**src/rtl/irq_pkg.sv**
```systemverilog
// Shared types and default sizing for the interrupt priority controller.
// Holds the controller FSM state encoding and the default source/priority widths.
package irq_pkg;

    localparam int IRQ_NUM_SRC_DEF = 32;
    localparam int IRQ_PRIO_W_DEF  = 3;

    typedef enum logic [1:0] {
        IDLE    = 2'd0,
        OFFER   = 2'd1,
        SERVICE = 2'd2
    } irq_state_e;

endpackage

```
**src/rtl/irq_prio_arbiter.sv**
```systemverilog
// Combinational priority pick over the eligible sources.
// Highest priority wins; equal priorities resolve to the lowest index.
module irq_prio_arbiter
    import irq_pkg::*;
#(
    parameter  int NUM_SRC = IRQ_NUM_SRC_DEF,
    parameter  int PRIO_W  = IRQ_PRIO_W_DEF,
    localparam int ID_W    = $clog2(NUM_SRC)
) (
    input  logic [NUM_SRC-1:0]        elig_i,
    input  logic [NUM_SRC*PRIO_W-1:0] prio_i,
    output logic                      any_o,
    output logic [ID_W-1:0]           win_id_o,
    output logic [PRIO_W-1:0]         win_level_o
);

    logic              found;
    logic [ID_W-1:0]   best_id;
    logic [PRIO_W-1:0] best_lvl;

    always_comb begin
        found    = 1'b0;
        best_id  = '0;
        best_lvl = '0;
        for (int i = 0; i < NUM_SRC; i++) begin
            // strict compare keeps the earlier (lower) index on a tie
            if (elig_i[i] && (!found || (prio_i[i*PRIO_W +: PRIO_W] > best_lvl))) begin
                found    = 1'b1;
                best_id  = ID_W'(i);
                best_lvl = prio_i[i*PRIO_W +: PRIO_W];
            end
        end
    end

    assign any_o       = found;
    assign win_id_o    = best_id;
    assign win_level_o = best_lvl;

endmodule

```
**src/rtl/irq_priority_ctrl.sv**
```systemverilog
// Priority interrupt controller: edge/level capture, masked arbitration, offer/claim/complete.
// Define IRQ_PRIORITY_CTRL_SYNC_EN to put a 2-flop synchronizer on every irq_in bit.
//
//   state   | meaning
//   --------+--------------------------------------------------------------
//   IDLE    | nothing offered; waiting for an eligible source
//   OFFER   | irq_valid high; id/level follow the current winner each cycle
//   SERVICE | claimed; irq_id frozen until a matching irq_complete
module irq_priority_ctrl
    import irq_pkg::*;
#(
    parameter  int NUM_SRC = IRQ_NUM_SRC_DEF,
    parameter  int PRIO_W  = IRQ_PRIO_W_DEF,
    localparam int ID_W    = $clog2(NUM_SRC)
) (
    input  logic                      clk,
    input  logic                      reset_n,
    input  logic [NUM_SRC-1:0]        irq_in,
    input  logic [NUM_SRC-1:0]        edge_mode,
    input  logic [NUM_SRC-1:0]        irq_en,
    input  logic [NUM_SRC*PRIO_W-1:0] irq_prio,
    input  logic [PRIO_W-1:0]         prio_threshold,
    output logic                      irq_valid,
    output logic [ID_W-1:0]           irq_id,
    output logic [PRIO_W-1:0]         irq_level,
    input  logic                      irq_claim,
    input  logic                      irq_complete,
    input  logic [ID_W-1:0]           irq_complete_id,
    output logic [NUM_SRC-1:0]        pending
);

    logic [NUM_SRC-1:0] irq_s;
    logic [NUM_SRC-1:0] prev_q;
    logic [NUM_SRC-1:0] pending_q;
    logic [NUM_SRC-1:0] pending_d;
    logic [NUM_SRC-1:0] rise;
    logic [NUM_SRC-1:0] clr;
    logic [NUM_SRC-1:0] elig;

    logic               arb_any;
    logic [ID_W-1:0]    arb_id;
    logic [PRIO_W-1:0]  arb_level;

    irq_state_e         state_q;
    logic               valid_q;
    logic [ID_W-1:0]    id_q;
    logic [PRIO_W-1:0]  level_q;

`ifdef IRQ_PRIORITY_CTRL_SYNC_EN
    logic [NUM_SRC-1:0] sync1_q;
    logic [NUM_SRC-1:0] sync2_q;

    always_ff @(posedge clk or negedge reset_n) begin
        if (!reset_n) begin
            sync1_q <= '0;
            sync2_q <= '0;
        end else begin
            sync1_q <= irq_in;
            sync2_q <= sync1_q;
        end
    end

    assign irq_s = sync2_q;
`else
    assign irq_s = irq_in;
`endif

    // A claim clears only the edge latch of the id being accepted; a fresh rise in the same cycle wins.
    always_comb begin
        rise = irq_s & ~prev_q;
        clr  = '0;
        for (int i = 0; i < NUM_SRC; i++) begin
            clr[i] = (state_q == OFFER) && irq_claim && (id_q == ID_W'(i));
        end
        pending_d = (edge_mode & ((pending_q & ~clr) | rise)) | (~edge_mode & irq_s);
    end

    always_ff @(posedge clk or negedge reset_n) begin
        if (!reset_n) begin
            prev_q    <= '0;
            pending_q <= '0;
        end else begin
            prev_q    <= irq_s;
            pending_q <= pending_d;
        end
    end

    always_comb begin
        elig = '0;
        for (int i = 0; i < NUM_SRC; i++) begin
            elig[i] = pending_q[i] && irq_en[i] &&
                      (irq_prio[i*PRIO_W +: PRIO_W] > prio_threshold);
        end
    end

    irq_prio_arbiter #(
        .NUM_SRC (NUM_SRC),
        .PRIO_W  (PRIO_W)
    ) u_arb (
        .elig_i      (elig),
        .prio_i      (irq_prio),
        .any_o       (arb_any),
        .win_id_o    (arb_id),
        .win_level_o (arb_level)
    );

    always_ff @(posedge clk or negedge reset_n) begin
        if (!reset_n) begin
            state_q <= IDLE;
            valid_q <= 1'b0;
            id_q    <= '0;
            level_q <= '0;
        end else begin
            case (state_q)
                IDLE: begin
                    if (arb_any) begin
                        state_q <= OFFER;
                        valid_q <= 1'b1;
                        id_q    <= arb_id;
                        level_q <= arb_level;
                    end
                end
                OFFER: begin
                    if (irq_claim) begin
                        state_q <= SERVICE;
                        valid_q <= 1'b0;
                    end else if (arb_any) begin
                        id_q    <= arb_id;
                        level_q <= arb_level;
                    end else begin
                        state_q <= IDLE;
                        valid_q <= 1'b0;
                    end
                end
                SERVICE: begin
                    if (irq_complete && (irq_complete_id == id_q)) begin
                        state_q <= IDLE;
                    end
                end
                default: begin
                    state_q <= IDLE;
                    valid_q <= 1'b0;
                end
            endcase
        end
    end

    assign irq_valid = valid_q;
    assign irq_id    = id_q;
    assign irq_level = level_q;
    assign pending   = pending_q;

endmodule

```
**config.mk**
```make
export PLATFORM = sky130hd
export DESIGN_NAME = irq_priority_ctrl
export DESIGN_NICKNAME = d
export VERILOG_FILES = /design/src/rtl/irq_pkg.sv /design/src/rtl/irq_prio_arbiter.sv /design/src/rtl/irq_priority_ctrl.sv
export SDC_FILE = /design/constraint.sdc
export NUM_CORES = 1
export LEC_CHECK = 0
export ABC_AREA = 1
export CORE_UTILIZATION = 46
export DETAILED_ROUTE_END_ITERATION = 8
export GPL_TIMING_DRIVEN = 0
export PLACE_DENSITY = 0.89
export REMOVE_ABC_BUFFERS = 1
export SLEW_MARGIN = 25
export SYNTH_ARGS = -nofsm -noshare
export SYNTH_HDL_FRONTEND = slang
export SYNTH_SLANG_ARGS = --single-unit
export TNS_END_PERCENT = 10
```
**constraint.sdc**
```tcl
create_clock -name clk -period 34.5 [get_ports clk]
set_input_delay 5.175 -clock clk [delete_from_list [all_inputs] [get_ports clk]]
set_output_delay 5.175 -clock clk [all_outputs]
set_load 0.01 [all_outputs]
```
==> flow_summary.json, run 1 <==
{
  "crit_path_frequent_cell": "nand2_4",
  "hold_violations": 0,
  "hold_buffers": 0,
  "ys_warn_count": 0,
  "ant_nets": 0,
  "powerDensity_nw_per_um2": 67.8,
  "cts-root-buf": "clkbuf_16",
  "min_period_ns": 39.57,
  "critical_path.slowest_cell": "ha_1",
  "grt_pass1_vias": 10870,
  "cp.arrival_ns": 39.81,
  "holdWs_ns": 0.493,
  "seq_area_um2": 1880,
  "yosys_most_used_dff": "dfrtp_1",
  "setup_viol": 8,
  "end_kind": "flip-flop",
  "critPathMaxStageDelay_ns": 0.32,
  "violations": "negative setup slack",
  "finalCritPeriodShare": 1.15,
  "area_growth_pct": 63.6,
  "criticalPathCategory": "in -> reg",
  "synth_edf_count": 0,
  "wl_um": 40500,
  "coreArea_um2": 19500,
  "worstSkewPairLatency_ns": 0.36,
  "cp.required_ns": 34.75,
  "max_freq_mhz": 25.3,
  "die_x_um": 143,
  "syn_area_um2": 9120,
  "port_buffers": 244,
  "hpwlAfterDp_um": 23900,
  "grt_use_total": 0.327,
  "drt_iter0_drc": 867,
  "place_congestion": 0.877,
  "routedWlPerCell_um": 20.8,
  "pin_count": 245,
  "num_vias": 11812,
  "rsz0062_at_grt": "yes",
  "ir_worst_vdd_v": 0.0000442,
  "ys_seq_elements": 75,
  "ys_async_sr_fraction": 1.00,
  "status": "complete, but fails checks",
  "cts_tree": "done",
  "dp_slack_ns": -9.15,
  "antenna_found_initial": 2,
  "num_rows": 51,
  "synth_cells": 1300,
  "multi_input_area_um2": 8230,
  "p_leak_nw": 7.28,
  "die_h_um": 143,
  "grt_overflow": 0,
  "drc_errors": 0,
  "grt_max_degree": 45,
  "dr.pass1.iters": 5,
  "ys_types": 39,
  "synth.avg_cell_area_um2": 7.02,
  "path_clk_slew_ns": 0.07,
  "finalWorstSetupSlack_ns": -5.07,
  "layout-drive-gt1-share": 0.303,
  "maxCapViolations": 0,
  "seq_area_frac_synth": 0.206,
  "grt_first_pass_wirelength_um": 52000,
  "fin_util": 0.767,
  "n_fill_cell": 1167,
  "viasPerCell": 6.05,
  "h-tree-depth": 3,
  "skew_ns": 0.00652,
  "finalMaxSlewViolations": 0,
  "numCtsBuffers": 9,
  "start_util": 0.469,
  "hold_class": "reg -> reg",
  "finish.net_count": 2051,
  "worst-path-max-fanout": 7,
  "slew_headroom": 0.360,
  "dieArea_um2": 20400,
  "cts_sinks": 75,
  "start_kind": "input port",
  "cts_buffer_depth": 2,
  "worst_slew_pin_slew_ns": 0.957
}
## state kept, by name, summed over array words and instances, names as in the netlist
| name | cells |
|---|---|
| state_q | 2 |
| pending | 32 |
| irq_level | 3 |
| prev_q | 32 |
| irq_id | 5 |
| irq_valid | 1 |
## what timing repair did
item,4_1_cts,5_1_grt
setup endpoints to repair,8,8
pin swaps,106,232
resized for setup,221,264
gates cloned,2,0
setup buffers,49,75
## final cells by class
cell class | count | area share
inverters | 151 | 0.0429
repair buffers | 370 | 0.232
multi-input cells | 1071 | 0.552
clock inverters | 4 | 0.00637
well taps | 265 | 0.0222
diodes | 1 | 0.000168
clock buffers | 12 | 0.0179
repair inverters | 2 | 0.00117
flip-flops and latches | 75 | 0.126
## worst paths after layout
path | start | to | slack [ns] | depth (start not counted)
max in group asynchronous | reset_n | pending[28] | 29.05 | 2
setup reg to reg | pending[0] | irq_id[4] | -0.20 | 290
setup / recovery | prio_threshold[2] | irq_id[4] | -5.07 | 293
hold / removal | prev_q[31] | pending[31] | 0.49 | 3
min in group asynchronous | reset_n | pending[21] | 4.83 | 1
hold reg to reg | prev_q[31] | pending[31] | 0.49 | 3
## per-layer routing
layer | vias to the layer above | wire (um) | track usage
li1 | 5218 | - | -
met5 | - | 9 | 0
met1 | 5479 | 14100 | 0.355
met4 | 2 | 3140 | 0.221
met2 | 809 | 19800 | 0.590
met3 | 304 | 3470 | 0.0469
## cells in the mapped netlist, drive strengths merged (2+ instances only)
cell type | n | area, um^2
a32oi | 4 | 35.0
or2 | 9 | 56.3
ha | 167 | 2090
nor2 | 65 | 246
a31oi | 7 | 43.8
o211ai | 33 | 248
nand2 | 446 | 1960
o21ai | 120 | 608
nand4 | 22 | 138
a21boi | 2 | 15.0
a211oi | 9 | 67.6
and2 | 8 | 51.3
nand3b | 4 | 30.0
o22a | 5 | 47.6
a21o | 2 | 15.0
a21oi | 36 | 180
nor3 | 9 | 45.0
xnor2 | 2 | 17.5
clkbuf | 3 | 11.3
dfrtp | 75 | 1880
clkinv | 3 | 11.3
nand3 | 106 | 651
o22ai | 3 | 18.8
inv | 148 | 556
a311oi | 8 | 70.1
## report_power, final
part           internal [mW]  switching (mW)  leakage (nW)
registers              0.100          0.0122         0.867
logic                  0.348           0.432          6.24
clock network         0.0766          0.0426         0.179
## layout by cell type (no fill, tap or decap), types with 63 or more instances in the layout
| cell | instances |
|---|---|
| nand3_1 | 71 |
| buf_4 | 121 |
| nand2_2 | 73 |
| inv_1 | 117 |
| nand2_1 | 308 |
| nand2_4 | 63 |
| ha_1 | 129 |
| clkdlybuf4s50_1 | 236 |
| dfrtp_1 | 75 |
## per-stage QoR
step | std cells | power, mW | cell area [um^2] | setup TNS [ns]
floorplan | 1297 | 0.437 | 9110 | -28.15
global placement | 1806 | 0.543 | 11900 | -62.38
CTS | 1875 | 0.768 | 13200 | -26.24
detailed placement | 1808 | 0.567 | 11900 | -71.15
finish | 1951 | 1.01 | 14900 | -39.73
global route | 1951 | 1.07 | 14900 | -51.59
## logic make-up (layout without fill, tap and decap cells)
group / after synthesis / count (layout) / share of synthesized area
XOR/XNOR: 2 / 2 / 0.00192
flip-flops: 75 / 75 / 0.206
AO/OA/AOI/OAI: 233 / 233 / 0.152
AND/OR/NAND/NOR: 669 / 669 / 0.348
buffers and inverters: 154 / 539 / 0.0634
adder cells (fa/ha/maj): 167 / 167 / 0.229
other: 0 / 1 / 0
## critical path: cells and delay by family
family | cells | cell delay [ns]
compound gates | 78 | 9.07
simple gates | 143 | 14.09
fa+ha+maj | 32 | 8.98
buf+inv | 40 | 2.33
(Power assumes the default switching activity.)
==> inputs of run 2 (changes only) <==
--- a/config.mk
+++ b/config.mk
@@ -6,10 +6,10 @@
 export NUM_CORES = 1
 export LEC_CHECK = 0
 export ABC_AREA = 1
-export CORE_UTILIZATION = 46
+export CORE_UTILIZATION = 35
 export DETAILED_ROUTE_END_ITERATION = 8
 export GPL_TIMING_DRIVEN = 0
-export PLACE_DENSITY = 0.89
+export PLACE_DENSITY = 0.72
 export REMOVE_ABC_BUFFERS = 1
 export SLEW_MARGIN = 25
 export SYNTH_ARGS = -nofsm -noshare
==> run 2 against run 1 <==
Compared with the run above:
- the flow still finishes with violations (negative setup slack)
- non-clock buffer count is 27 lower
- wire length is 20% lower
- clock skew up 0.00078 ns
- hold slack worse by 0.012 ns
- first-iteration DRC count decreased by 56%
- flip-flop and latch count unchanged
- largest cell class unchanged
- largest power group unchanged
- highest routed layer is now met4
==> flow_summary.json, run 2 (synthesis results as in run 1) <==
{
  "status": "complete, but fails checks",
  "violations": "negative setup slack",
  "start_util": 0.359,
  "ant_nets": 0,
  "setup_viol": 8,
  "worst_slew_pin_slew_ns": 0.862,
  "num_vias": 10196,
  "grt_first_pass_wirelength_um": 49700,
  "cts_tree": "done",
  "stdcell_area_um2": 14000,
  "end_kind": "flip-flop",
  "criticalPathCategory": "in -> reg",
  "min_period_ns": 37.65,
  "wl_um": 32300,
  "finalWorstSetupSlack_ns": -3.15,
  "rsz0062_at_grt": "yes",
  "max_freq_mhz": 26.6,
  "skew_ns": 0.00731,
  "port_buffers": 244,
  "tns_ns": -24.79,
  "maxCapViolations": 0,
  "place_inst": 1875,
  "path_clk_slew_ns": 0.06,
  "antenna_found_initial": 2,
  "p_leak_nw": 7.02,
  "die_h_um": 163,
  "n_fill_cell": 2355,
  "drc_errors": 0,
  "dieArea_um2": 26700,
  "hold_class": "reg -> reg",
  "num_rows": 58,
  "cp.required_ns": 34.73,
  "powerDensity_nw_per_um2": 60.2,
  "final_cells": 1989,
  "hold_violations": 0,
  "cts-root-buf": "clkbuf_16",
  "cts_sinks": 75,
  "worst-path-max-fanout": 7,
  "worstSkewPairLatency_ns": 0.34,
  "grt_pass1_vias": 10116,
  "drt_iter0_drc": 379,
  "critical_path.slowest_cell": "clkdlybuf4s50_1",
  "grt_use_total": 0.237,
  "dr.pass1.iters": 4,
  "h-tree-depth": 3,
  "ir_worst_vdd_v": 0.0000301,
  "critPathMaxStageDelay_ns": 0.45,
  "coreArea_um2": 25400,
  "finalMaxSlewViolations": 0,
  "slew_headroom": 0.424,
  "power_mw": 0.842,
  "final_cell_mix": "nand2_1 (329), clkdlybuf4s50_1 (238), ha_1 (148), inv_1 (138), buf_4 (95)",
  "place_congestion": 0.839,
  "pin_count": 245,
  "crit_path_frequent_cell": "nand2_2",
  "grt_overflow": 0,
  "finalCritPeriodShare": 1.09,
  "cp.arrival_ns": 37.89,
  "numCtsBuffers": 9,
  "viasPerCell": 5.13,
  "layout-drive-gt1-share": 0.237,
  "hpwlAfterDp_um": 25100,
  "die_x_um": 163,
  "start_kind": "input port",
  "routedWlPerCell_um": 16.2,
  "postPlaceCellArea_um2": 12100,
  "cts_buffer_depth": 2,
  "finish.net_count": 2022,
  "final_common_cell": "nand2_1",
  "hold_buffers": 0,
  "grt_max_degree": 41,
  "area_growth_pct": 53.2
}
[run 2: final timing paths]
path | end | cells past startpoint | slack, ns | start
worst min-delay path | irq_valid | 1 | 0.48 | state_q[0]
worst max-delay path | irq_id[4] | 293 | -3.15 | irq_prio[0]
worst max register to register | irq_id[4] | 292 | 1.98 | pending[0]
worst min register to register | irq_valid | 1 | 0.48 | state_q[0]
max in group asynchronous | prev_q[20] | 2 | 29.06 | reset_n
min in group asynchronous | prev_q[7] | 1 | 4.82 | reset_n
[run 2: power breakdown]
group	internal, mW	leakage [nW]	switching (mW)
clock network	0.0766	0.179	0.0402
logic	0.277	5.97	0.336
registers	0.101	0.867	0.0111
[run 2: repair_timing]
action / CTS / global route
buffers inserted: 75 / 20
gates resized for setup: 213 / 71
endpoints found under the setup margin: 8 / 8
pin swaps: 134 / 98
[run 2: routing by layer]
layer,global-route usage,vias to the layer above,share of wire
met5,0,-,0
met4,0.0960,0,0.032
met3,0.0310,63,0.043
met2,0.417,262,0.49
met1,0.290,4715,0.43
li1,-,5156,-
[run 2: through the flow]
step	setup WS [ns]	hold slack, ns	utilization
floorplan	-3.75	0.443	-
global placement	-8.75	0.459	0.471
global route	-5.65	0.503	0.550
CTS	-2.85	0.482	0.532
finish	-3.15	0.481	0.550
detailed placement	-8.81	0.464	0.475
[run 2: area by class of cell]
type	instances	area, um^2	area share
multi-input combinational	1071	7490	0.536
tap	330	413	0.0295
sequential	75	1880	0.134
clock inverter	4	95.1	0.00680
antenna	3	7.51	0.000537
inverter	151	577	0.0413
timing repair buffer	343	3250	0.233
clock buffer	12	267	0.0191
[run 2: worst max-delay path: cells and delay by family]
kind	cells	cell delay, ns
AND/OR/NAND/NOR	145	12.70
adder cells (fa/ha/maj)	31	8.62
AO/OA/AOI/OAI	72	7.79
buffers and inverters	45	3.58
==> inputs of run 3 (changes only) <==
--- a/config.mk
+++ b/config.mk
@@ -9,7 +9,7 @@
 export CORE_UTILIZATION = 35
 export DETAILED_ROUTE_END_ITERATION = 8
 export GPL_TIMING_DRIVEN = 0
-export PLACE_DENSITY = 0.72
+export PLACE_DENSITY = 0.7
 export REMOVE_ABC_BUFFERS = 1
 export SLEW_MARGIN = 25
 export SYNTH_ARGS = -nofsm -noshare
==> constraint.sdc (replaced) <==
create_clock -name clk -period 39.3 [get_ports clk]
set_input_delay 5.895 -clock clk [delete_from_list [all_inputs] [get_ports clk]]
set_output_delay 5.895 -clock clk [all_outputs]
set_load 0.01 [all_outputs]
==> run 3 against run 2 <==
Compared with the run above:
- the flow now finishes without violations
- hold slack got worse by 0.012 ns
- worst setup slack gained 4.0 ns
- sequential share of layout area down 0.34 points
- critical path depth unchanged
- clock power is 20% lower
- cell area increased by 2.6%
- clock skew increased by 0.00072 ns
- utilization rose by 1.4 points
==> flow_summary.json, run 3 (synthesis results as in run 1) <==
{
  "max_freq_mhz": 26.0,
  "grt_max_degree": 42,
  "final_cell_mix": "nand2_1 (318), clkdlybuf4s50_1 (237), inv_1 (138), ha_1 (131), buf_4 (94)",
  "worstSkewPairLatency_ns": 0.35,
  "die_h_um": 163,
  "ant_nets": 0,
  "criticalPathCategory": "in -> reg",
  "finish.net_count": 2019,
  "layout-drive-gt1-share": 0.253,
  "viasPerCell": 5.16,
  "area_growth_pct": 57.2,
  "wl_um": 32900,
  "cts-root-buf": "clkbuf_16",
  "antenna_found_initial": 2,
  "hold_violations": 0,
  "cp_num_buf_inv": 39,
  "hpwlAfterDp_um": 24900,
  "critPathMaxStageDelay_ns": 0.31,
  "cts_tree": "done",
  "worst_slew_pin_slew_ns": 0.929,
  "drt_iter0_drc": 527,
  "num_vias": 10237,
  "finalMaxSlewViolations": 0,
  "powerDensity_nw_per_um2": 53.3,
  "hold_buffers": 0,
  "swShare": 0.473,
  "start_util": 0.359,
  "path_clk_slew_ns": 0.06,
  "crit_path_frequent_cell": "nand2_4",
  "p_leak_nw": 7.02,
  "numCtsBuffers": 9,
  "critical_path.slowest_cell": "ha_1",
  "num_rows": 58,
  "final_common_cell": "nand2_1",
  "dieArea_um2": 26700,
  "start_kind": "input port",
  "p_seq_frac": 0.130,
  "cp_top_family": "simple AND/OR/NAND/NOR gates",
  "cp.required_ns": 39.53,
  "cts_sinks": 75,
  "routedWlPerCell_um": 16.6,
  "status": "finished, final reports clean",
  "pin_count": 245,
  "min_period_ns": 38.49,
  "finalCritPeriodShare": 0.979,
  "h-tree-depth": 3,
  "maxCapViolations": 0,
  "fin_util": 0.565,
  "ir_worst_vdd_v": 0.0000285,
  "skew_ns": 0.00803,
  "port_buffers": 244,
  "grt_overflow": 0,
  "die_x_um": 163,
  "p_int_mw": 0.403,
  "worst-path-max-fanout": 7,
  "cp.arrival_ns": 38.72,
  "holdWs_ns": 0.470,
  "dr.pass1.iters": 5,
  "slew_headroom": 0.379,
  "coreArea_um2": 25400,
  "p_comb_frac": 0.748,
  "drc_errors": 0,
  "grt_pass1_vias": 9688,
  "end_kind": "flip-flop",
  "hold_class": "reg -> reg",
  "setup_viol": 0,
  "rsz0062_at_grt": "yes",
  "clkPwrFrac": 0.123,
  "place_congestion": 0.837,
  "grt_use_total": 0.232,
  "switching_power_mw": 0.362,
  "cts_buffer_depth": 2,
  "grt_first_pass_wirelength_um": 48300
}
==> run 3: final timing paths <==
path                                    from           to  slack, ns  cells after the start
max in group asynchronous            reset_n  pending[19]      33.20                      2
hold reg to reg                   state_q[0]    irq_valid       0.47                      1
hold / removal                    state_q[0]    irq_valid       0.47                      1
min in group asynchronous            reset_n   pending[6]       5.51                      1
setup reg to reg                  pending[0]    irq_id[3]       6.45                    290
setup / recovery           prio_threshold[1]    irq_id[3]       0.81                    293
==> run 3: final cells by class <==
class | instances | area [um^2]
Inverter | 151 | 582
Multi-Input combinational cell | 1071 | 7930
Clock inverter | 7 | 92.6
Clock buffer | 9 | 225
Tap cell | 330 | 413
Sequential cell | 75 | 1880
Timing Repair Buffer | 340 | 3220
Fill cell | 2279 | 11100
Antenna cell | 1 | 2.50
==> run 3: power groups by stage <==
stage	sequential [mW]	clock (mW)	combinational, mW
final	0.0991	0.0939	0.571
after global routing	0.100	0.0982	0.632
after CTS	0.0986	0.0961	0.437
after detailed placement	0.0998	0	0.402
after global placement	0.0996	0	0.387
after floorplan	0.100	0	0.283
==> run 3: worst reg2reg max path: cells and delay by family (launching register included) <==
kind	cells	cell delay, ns
flip-flops	1	0.39
adder cells (fa/ha/maj)	31	8.11
AO/OA/AOI/OAI	79	8.63
buffers and inverters	38	2.00
AND/OR/NAND/NOR	142	13.67
==> run 3: stage by stage <==
step	setup slack, ns	total power [mW]	instance area [um^2]	setup TNS, ns	instances
global route	-1.64	0.831	14300	-11.87	1984
detailed placement	-4.80	0.502	12100	-36.11	1875
floorplan	0.333	0.383	9110	0	1297
finish	0.812	0.764	14300	0	1984
CTS	0.00368	0.632	12800	0	1914
global placement	-4.63	0.487	12000	-34.76	1871
==> run 3: layer usage <==
metal | track usage | up-vias | part of all wire
met2 | 0.393 | 270 | 0.49
met3 | 0.0317 | 57 | 0.055
met5 | 0 | - | 0.00024
met1 | 0.293 | 4763 | 0.43
met4 | 0.100 | 2 | 0.030
li1 | - | 5145 | -
==> run 3: repair_timing <==
action | 4_1_cts | 5_1_grt
pin swaps | 34 | 191
gates resized for setup | 144 | 214
endpoints found under the setup margin | 8 | 8
buffers inserted | 23 | 69
